### src/rtl/np_iomem_ctrl_pkg.sv
// Shared types and constants for the iomem bus controller: error word,
// peripheral page map, FSM state encoding and the latched request.
package np_iomem_ctrl_pkg;

  localparam logic [31:0] ERR_DATA   = 32'hDEAD_BEEF;
  localparam logic [7:0]  PAGE_GPIO  = 8'h03;
  localparam logic [7:0]  PAGE_TIMER = 8'h04;
  localparam logic [7:0]  PAGE_PWM   = 8'h05;
  localparam logic [7:0]  PAGE_SPI   = 8'h06;

  typedef enum logic [1:0] {
    ST_IDLE   = 2'd0,
    ST_ACCESS = 2'd1,
    ST_RESP   = 2'd2
  } state_e;

  typedef struct packed {
    logic [31:0] addr;
    logic [31:0] wdata;
    logic [3:0]  wstrb;
  } iomem_req_t;

  // Slot offset of an address; wraps so pages below the base land high.
  function automatic logic [7:0] page_offset(input logic [31:0] addr,
                                             input logic [7:0]  base);
    return addr[31:24] - base;
  endfunction

endpackage

### src/rtl/np_iomem_ctrl_if.sv
// CPU iomem port plus the shared peripheral-slot bus; slot i read data
// sits at bits [32i+31:32i] of s_rdata.
interface np_iomem_ctrl_if #(
  parameter int NUM_SLAVES = 4
);
  logic                         iomem_valid;
  logic                         iomem_ready;
  logic [3:0]                   iomem_wstrb;
  logic [31:0]                  iomem_addr;
  logic [31:0]                  iomem_wdata;
  logic [31:0]                  iomem_rdata;
  logic [NUM_SLAVES-1:0]        s_valid;
  logic [NUM_SLAVES-1:0]        s_ready;
  logic [3:0]                   s_wstrb;
  logic [31:0]                  s_addr;
  logic [31:0]                  s_wdata;
  logic [NUM_SLAVES-1:0][31:0]  s_rdata;

  modport slave (
    input  iomem_valid, iomem_wstrb, iomem_addr, iomem_wdata, s_ready, s_rdata,
    output iomem_ready, iomem_rdata, s_valid, s_wstrb, s_addr, s_wdata
  );

  modport master (
    output iomem_valid, iomem_wstrb, iomem_addr, iomem_wdata, s_ready, s_rdata,
    input  iomem_ready, iomem_rdata, s_valid, s_wstrb, s_addr, s_wdata
  );
endinterface

### src/rtl/np_iomem_ctrl_timeout.sv
// 8-bit access watchdog: expired_o is high while the count sits at LIMIT-1.
module np_timeout_counter #(
  parameter int LIMIT = 255
) (
  input  logic clk_i,
  input  logic rst_i,
  input  logic clr_i,
  input  logic en_i,
  output logic expired_o
);
  localparam logic [7:0] LAST = 8'(LIMIT - 1);

  logic [7:0] cnt_q, cnt_d;

  assign expired_o = (cnt_q == LAST);

  always_comb begin
    cnt_d = cnt_q;
    if (clr_i)                 cnt_d = '0;
    else if (en_i && !expired_o) cnt_d = cnt_q + 8'd1;
  end

  always_ff @(posedge clk_i) begin
    if (rst_i) cnt_q <= '0;
    else       cnt_q <= cnt_d;
  end
endmodule

### src/rtl/np_iomem_ctrl.sv
// iomem bus controller: page decode, one outstanding slot access, error
// termination for unmapped pages and silent slots, error bookkeeping.
module np_iomem_ctrl
  import np_iomem_ctrl_pkg::*;
#(
  parameter int         NUM_SLAVES = 4,
  parameter logic [7:0] BASE_PAGE  = PAGE_GPIO,
  parameter int         TIMEOUT    = 255
) (
  input  logic           core_clock,
  input  logic           reset_core,
  np_iomem_ctrl_if.slave bus,
  output logic [7:0]     err_count,
  output logic [31:0]    last_err_addr
);
  localparam int         IDXW = (NUM_SLAVES > 1) ? $clog2(NUM_SLAVES) : 1;
  localparam logic [7:0] NSLV = 8'(NUM_SLAVES);

  state_e                state_q, state_d;
  iomem_req_t            req_q, req_d;
  logic [IDXW-1:0]       idx_q, idx_d;
  logic [NUM_SLAVES-1:0] sv_q, sv_d;
  logic                  rdy_q, rdy_d;
  logic [31:0]           rdata_q, rdata_d;
  logic [7:0]            errc_q, errc_d;
  logic [31:0]           erra_q, erra_d;
  logic [7:0]            page;
  logic                  tmo_clr, tmo_en, tmo_exp, err;

  assign page = page_offset(bus.iomem_addr, BASE_PAGE);

  np_timeout_counter #(.LIMIT(TIMEOUT)) u_tmo (
    .clk_i     (core_clock),
    .rst_i     (reset_core),
    .clr_i     (tmo_clr),
    .en_i      (tmo_en),
    .expired_o (tmo_exp)
  );

  always_comb begin
    state_d = state_q;
    req_d   = req_q;
    idx_d   = idx_q;
    sv_d    = '0;
    rdy_d   = 1'b0;
    rdata_d = rdata_q;
    err     = 1'b0;
    tmo_clr = 1'b0;
    tmo_en  = 1'b0;
    case (state_q)
      ST_IDLE: if (bus.iomem_valid) begin
        req_d = '{addr: bus.iomem_addr, wdata: bus.iomem_wdata, wstrb: bus.iomem_wstrb};
        if (page < NSLV) begin
          idx_d   = page[IDXW-1:0];
          tmo_clr = 1'b1;
          for (int i = 0; i < NUM_SLAVES; i++) sv_d[i] = (page == 8'(i));
          state_d = ST_ACCESS;
        end else begin
          rdata_d = ERR_DATA;
          err     = 1'b1;
          rdy_d   = 1'b1;
          state_d = ST_RESP;
        end
      end
      ST_ACCESS: begin
        tmo_en = 1'b1;
        // Ready beats a simultaneous timeout: real data, no error.
        if (bus.s_ready[idx_q]) begin
          rdata_d = bus.s_rdata[idx_q];
          rdy_d   = 1'b1;
          state_d = ST_RESP;
        end else if (tmo_exp) begin
          rdata_d = ERR_DATA;
          err     = 1'b1;
          rdy_d   = 1'b1;
          state_d = ST_RESP;
        end else begin
          sv_d = sv_q;
        end
      end
      ST_RESP: state_d = ST_IDLE;
      default: state_d = ST_IDLE;
    endcase

    errc_d = errc_q;
    erra_d = erra_q;
    if (err) begin
      if (errc_q != 8'hFF) errc_d = errc_q + 8'd1;
      erra_d = req_d.addr;
    end
  end

  always_ff @(posedge core_clock) begin
    if (reset_core) begin
      state_q <= ST_IDLE;
      req_q   <= '0;
      idx_q   <= '0;
      sv_q    <= '0;
      rdy_q   <= 1'b0;
      rdata_q <= '0;
      errc_q  <= '0;
      erra_q  <= '0;
    end else begin
      state_q <= state_d;
      req_q   <= req_d;
      idx_q   <= idx_d;
      sv_q    <= sv_d;
      rdy_q   <= rdy_d;
      rdata_q <= rdata_d;
      errc_q  <= errc_d;
      erra_q  <= erra_d;
    end
  end

  assign bus.s_valid     = sv_q;
  assign bus.s_addr      = req_q.addr;
  assign bus.s_wdata     = req_q.wdata;
  assign bus.s_wstrb     = req_q.wstrb;
  assign bus.iomem_ready = rdy_q;
  assign bus.iomem_rdata = rdata_q;
  assign err_count       = errc_q;
  assign last_err_addr   = erra_q;
endmodule

### src/flat_wrapper.sv
// flat-port wrapper written by rule: the top's interface ports become plain ports
module np_iomem_ctrl_flat import np_iomem_ctrl_pkg::*;
#(
  parameter int         NUM_SLAVES = 4,
  parameter logic [7:0] BASE_PAGE  = PAGE_GPIO,
  parameter int         TIMEOUT    = 255
)
  (core_clock, reset_core, err_count, last_err_addr, bus_iomem_valid, bus_iomem_wstrb, bus_iomem_addr, bus_iomem_wdata, bus_s_ready, bus_s_rdata, bus_iomem_ready, bus_iomem_rdata, bus_s_valid, bus_s_wstrb, bus_s_addr, bus_s_wdata);
  np_iomem_ctrl_if #(.NUM_SLAVES(NUM_SLAVES)) bus_i ();
  input  logic core_clock;
  input  logic reset_core;
  output logic [7:0] err_count;
  output logic [31:0] last_err_addr;
  input wire logic [$bits(bus_i.iomem_valid)-1:0] bus_iomem_valid;
  input wire logic [$bits(bus_i.iomem_wstrb)-1:0] bus_iomem_wstrb;
  input wire logic [$bits(bus_i.iomem_addr)-1:0] bus_iomem_addr;
  input wire logic [$bits(bus_i.iomem_wdata)-1:0] bus_iomem_wdata;
  input wire logic [$bits(bus_i.s_ready)-1:0] bus_s_ready;
  input wire logic [$bits(bus_i.s_rdata)-1:0] bus_s_rdata;
  output wire logic [$bits(bus_i.iomem_ready)-1:0] bus_iomem_ready;
  output wire logic [$bits(bus_i.iomem_rdata)-1:0] bus_iomem_rdata;
  output wire logic [$bits(bus_i.s_valid)-1:0] bus_s_valid;
  output wire logic [$bits(bus_i.s_wstrb)-1:0] bus_s_wstrb;
  output wire logic [$bits(bus_i.s_addr)-1:0] bus_s_addr;
  output wire logic [$bits(bus_i.s_wdata)-1:0] bus_s_wdata;
  assign bus_i.iomem_valid = bus_iomem_valid;
  assign bus_i.iomem_wstrb = bus_iomem_wstrb;
  assign bus_i.iomem_addr = bus_iomem_addr;
  assign bus_i.iomem_wdata = bus_iomem_wdata;
  assign bus_i.s_ready = bus_s_ready;
  assign bus_i.s_rdata = bus_s_rdata;
  assign bus_iomem_ready = bus_i.iomem_ready;
  assign bus_iomem_rdata = bus_i.iomem_rdata;
  assign bus_s_valid = bus_i.s_valid;
  assign bus_s_wstrb = bus_i.s_wstrb;
  assign bus_s_addr = bus_i.s_addr;
  assign bus_s_wdata = bus_i.s_wdata;
  np_iomem_ctrl #(.NUM_SLAVES(NUM_SLAVES), .BASE_PAGE(BASE_PAGE), .TIMEOUT(TIMEOUT)) u_core (.core_clock(core_clock), .reset_core(reset_core), .bus(bus_i), .err_count(err_count), .last_err_addr(last_err_addr));
endmodule
### config.mk
export PLATFORM = sky130hd
export DESIGN_NAME = np_iomem_ctrl_flat
export DESIGN_NICKNAME = d
export VERILOG_FILES = /design/src/rtl/np_iomem_ctrl_pkg.sv /design/src/rtl/np_iomem_ctrl_if.sv /design/src/rtl/np_iomem_ctrl_timeout.sv /design/src/rtl/np_iomem_ctrl.sv /design/src/flat_wrapper.sv
export SDC_FILE = /design/constraint.sdc
export NUM_CORES = 1
export LEC_CHECK = 0
export ABC_AREA = 1
export CORE_MARGIN = 5
export CORE_UTILIZATION = 41
export CTS_BUF_LIST = sky130_fd_sc_hd__clkbuf_8
export DETAILED_ROUTE_END_ITERATION = 8
export GPL_TIMING_DRIVEN = 0
export PLACE_DENSITY_LB_ADDON = 0.2
export SLEW_MARGIN = 5
export SYNTH_ARGS = -nofsm -noshare
export SYNTH_HDL_FRONTEND = slang
export SYNTH_HIERARCHICAL = 1
export SYNTH_SLANG_ARGS = --single-unit
### constraint.sdc
create_clock -name core_clock -period 1.9 [get_ports core_clock]
set_input_delay 0.38 -clock core_clock [delete_from_list [all_inputs] [get_ports core_clock]]
set_output_delay 0.38 -clock core_clock [all_outputs]
set_load 0.05 [all_outputs]
==> impl_metrics.ini <==
[clock_tree]
ctsRootBufferMaster = sky130_fd_sc_hd__clkbuf_8
numClockSinks = 157
cts-htree-levels = 4
hold_buf_count_cts = 0
cts_tree = done
clkTransAtPathRegs_ns = 0.08
tritoncts.num_buffers = 17
buffer_depth_of_the_longest_clock_path = 2
clk_latency_ns = 0.46

[sta]
fin_worst_skew_ns = 0.0134
drv_slew = 0
maxSlewHeadroom_pct = 59.8
worst_pin_slew_ns = 0.603
max_freq_mhz = 546
final_min_period_over_clock_period_pct = 96.4
finalSetupViolCount = 0
finalWorstPathRequiredPeriod_ns = 1.83
rsz0062_at_grt = yes
finalHoldViolCount = 0

[worst_setup_path]
crit_cells = 6
list_of_cells_traversed_by_the_critical_path = buf_2 -> clkbuf_1 -> o21ai_0 -> o22ai_1 -> nand2_1 -> a21oi_1
critPathRequiredTime_ns = 2.28
endpoint_kind = flop
critPathSlowestCell = sky130_fd_sc_hd__clkbuf_1
r2r_cells = 6
setup.worst_path.start_class = flop
cp_num_buf_inv = 2
worst-endpoint-arrival_ns = 2.22
path_class = reg2reg
worst_r2r_startpoint = u_core/idx_q[1]$_SDFFE_PP0P_
crit_fanout = 10
setup.worst_path.end = u_core/bus.iomem_rdata[22]$_SDFFE_PP0P_
worstSetupStartpoint = u_core/idx_q[1]$_SDFFE_PP0P_
slack_of_the_worst_reg_to_reg_path_ns = 0.07
slowest_delay_ns = 0.45
reg2reg_to = u_core/bus.iomem_rdata[22]$_SDFFE_PP0P_
critPathTopFamily = compound AO/OA/AOI/OAI gates

[route]
firstDrtPassIters = 5
routed_wl_um = 26100
drt-initial-drc-count = 429
wire_per_inst_um = 16.7
drt.antenna.violating_nets = 0
routed-via-count = 7777
drt-vias-per-instance = 4.98
drc = 0

[die]
fp.dieH_um = 140
initial_core_util_pct = 41.7
fp.dieArea_um2 = 19500
die_width_um = 140
num_io_pins = 348
floorplan.core_area_um2 = 16500
std_cell_rows = 47

[grt]
grt_pass1_vias = 7538
grt-ovfl-total = 0
grt_start_max_net_pins = 17
global_route.usage.total_pct = 25.5
grt_first_pass_wirelength_um = 39800
antenna_found_initial = 0

[placement]
dp_hpwl_um = 20200
buffer_ports.inserted = 347
place_congestion = 0.921
detailed_place.area_um2 = 10600

[worst_hold_path]
classification_of_the_worst_slack_hold_path = in2reg

[layout]
final-seq-area_um2 = 3150
final_net_count = 1539
areaGrowthSynthToFinish_pct = 58.2
nFillCells = 1566
insertedDiodeCount = 0
post_route_cells_drive_above_1_share_pct = 6.64
multiInputGateArea_um2 = 3380
finalInstanceArea_um2 = 10900

[synthesis]
syn_nets = 1171
ys_top_cells_by_count = sky130_fd_sc_hd__nor2_1, sky130_fd_sc_hd__nand2_1, sky130_fd_sc_hd__dfxtp_1
syn_inst = 960
synth-seq-cells = 157
netlist_area_before_placement_um2 = 6890
most_common_cell_in_the_netlist = sky130_fd_sc_hd__nor2_1
yosysWarnings = 6
ys.flop_type = sky130_fd_sc_hd__dfxtp_1
synth_area_per_cell_um2 = 7.18
cell_types_with_the_largest_area_share_after_synthesis = sky130_fd_sc_hd__dfxtp_1, sky130_fd_sc_hd__nor2_1, sky130_fd_sc_hd__nand2_1, sky130_fd_sc_hd__o21ai_0, sky130_fd_sc_hd__a21oi_1
synthArstFlopShare_pct = 0
yosysUniqueCellTypes = 29
synth_sequential_area_ratio_pct = 45.6
yosysTopAreaCell = sky130_fd_sc_hd__dfxtp_1
synth.top_cell.area_share_pct = 45.6
synth_enable_flop_cells = 0

[power]
vdd_ir_drop_max_uv = 397
total_leakage_power_uw = 0.00522
fin_total_pwr_uw = 8000
power_per_cell_area_nw_per_um2 = 734

[status]
status = finished clean

[flow_run]
maxCapViolCount = 0
[worst min path at each step]
stage | start | end | slack, ns | depth (start not counted)
floorplan | bus_iomem_addr[24] | u_core/idx_q[0]$_SDFFE_PP0P_ | 0.47 | 1
global placement | u_core/bus.iomem_rdata[8]$_SDFFE_PP0P_ | u_core/bus.iomem_rdata[8]$_SDFFE_PP0P_ | 0.45 | 2
CTS | u_core/bus.s_valid[2]$_SDFFE_PP0P_ | u_core/bus.s_valid[2]$_SDFFE_PP0P_ | 0.46 | 2
detailed placement | u_core/bus.s_valid[2]$_SDFFE_PP0P_ | u_core/bus.s_valid[2]$_SDFFE_PP0P_ | 0.45 | 2
global route | bus_iomem_addr[24] | u_core/idx_q[0]$_SDFFE_PP0P_ | 0.37 | 2
finish | bus_iomem_addr[24] | u_core/idx_q[0]$_SDFFE_PP0P_ | 0.36 | 2
[metrics by stage]
step | setup WS [ns] | util (%) | hold WS, ns | std cells | setup TNS, ns
final | 0.0686 | 66.0 | 0.357 | 1561 | 0
after global routing | -0.0544 | 66.0 | 0.367 | 1561 | -0.546
after CTS | 0.000370 | 65.5 | 0.463 | 1559 | 0
after detailed placement | -0.727 | 64.4 | 0.451 | 1527 | -57.11
after global placement | -0.720 | 64.4 | 0.448 | 1527 | -53.91
after floorplan | 0.158 | - | 0.470 | 960 | 0
[kinds of logic after synthesis]
| logic type | count (synthesis) | share of synthesized area [%] |
|---|---|---|
| AOI/OAI and AO/OA | 190 | 14.8 |
| xor gates and xnor gates | 7 | 0.890 |
| adders and majority gates | 8 | 1.45 |
| buffers and inverters | 90 | 5.70 |
| DFF | 157 | 45.6 |
| muxes | 28 | 4.07 |
| and+or+nand+nor | 480 | 27.5 |
[routing by layer]
metal	global-route usage [%]	vias to the layer above	wire (um)
met5	0	-	0
met4	10.8	0	897
met3	7.51	56	2290
met2	44.0	344	12600
met1	29.5	3525	10300
li1	-	3852	-
[worst reg2reg max path: cells and delay by family, from the launching register on]
kind	cells	cell delay, ns
AND/OR/NAND/NOR	1	0.09
AO/OA/AOI/OAI	3	0.70
buffers and inverters	2	0.67
flip-flops	1	0.31
[registers in the layout (all words and copies together) (netlist names)]
signal and count:
u_core/bus.iomem_ready 1, u_core/err_count 8, u_core/bus.s_valid 4, u_core/bus.s_wstrb 4, u_core/bus.s_addr 32, u_core/state_q 2, u_core/bus.s_wdata 32, u_core/last_err_addr 32
u_core/u_tmo/cnt_q 8, u_core/idx_q 2, u_core/bus.iomem_rdata 32
[power breakdown]
part	internal, uW	total [uW]	switching [uW]
Sequential	3500	3600	102
Combinational	802	2140	1340
Clock	920	2260	1340
[cells in the final DEF (no fill, tap or decap), types with 3 or more instances in the layout]
cell type and count:
sky130_fd_sc_hd__o21ai_0 82, sky130_fd_sc_hd__nand2_4 3, sky130_fd_sc_hd__o21ai_1 3, sky130_fd_sc_hd__dfxtp_2 3, sky130_fd_sc_hd__clkbuf_1 27, sky130_fd_sc_hd__dlygate4sd2_1 143
sky130_fd_sc_hd__dfxtp_1 154, sky130_fd_sc_hd__nor2_4 3, sky130_fd_sc_hd__nand3_1 15, sky130_fd_sc_hd__xor2_1 5, sky130_fd_sc_hd__clkdlybuf4s50_1 200, sky130_fd_sc_hd__clkinv_4 3
sky130_fd_sc_hd__clkbuf_8 17, sky130_fd_sc_hd__clkbuf_2 12, sky130_fd_sc_hd__nand4_1 3, sky130_fd_sc_hd__nand2_1 186, sky130_fd_sc_hd__buf_1 4, sky130_fd_sc_hd__clkinv_2 3
sky130_fd_sc_hd__buf_4 5, sky130_fd_sc_hd__nor2_1 257, sky130_fd_sc_hd__buf_2 5, sky130_fd_sc_hd__mux2i_1 28, sky130_fd_sc_hd__o22ai_1 8, sky130_fd_sc_hd__ha_1 8
sky130_fd_sc_hd__inv_2 4, sky130_fd_sc_hd__inv_1 25, sky130_fd_sc_hd__a22oi_1 24, sky130_fd_sc_hd__inv_6 6, sky130_fd_sc_hd__a21oi_1 72, sky130_fd_sc_hd__nand2_2 6
sky130_fd_sc_hd__buf_6 7
[final cells by class]
class / instances / share of cell area (%)
Sequential cell: 157 / 28.9
Clock inverter: 15 / 1.03
Buffer: 60 / 2.92
Clock buffer: 17 / 2.15
Multi-Input combinational cell: 713 / 31.0
Inverter: 30 / 1.08
Tap cell: 220 / 2.52
Timing Repair Buffer: 349 / 30.4
[timing repair]
| item | CTS | global route |
|---|---|---|
| resized for setup | 151 | 45 |
| cloned | 0 | 1 |
| setup buffers | 0 | 1 |
| pin swaps | 0 | 3 |
| endpoints found under the setup margin | 205 | 81 |
Note: power is estimated with default switching activity, not from simulation.
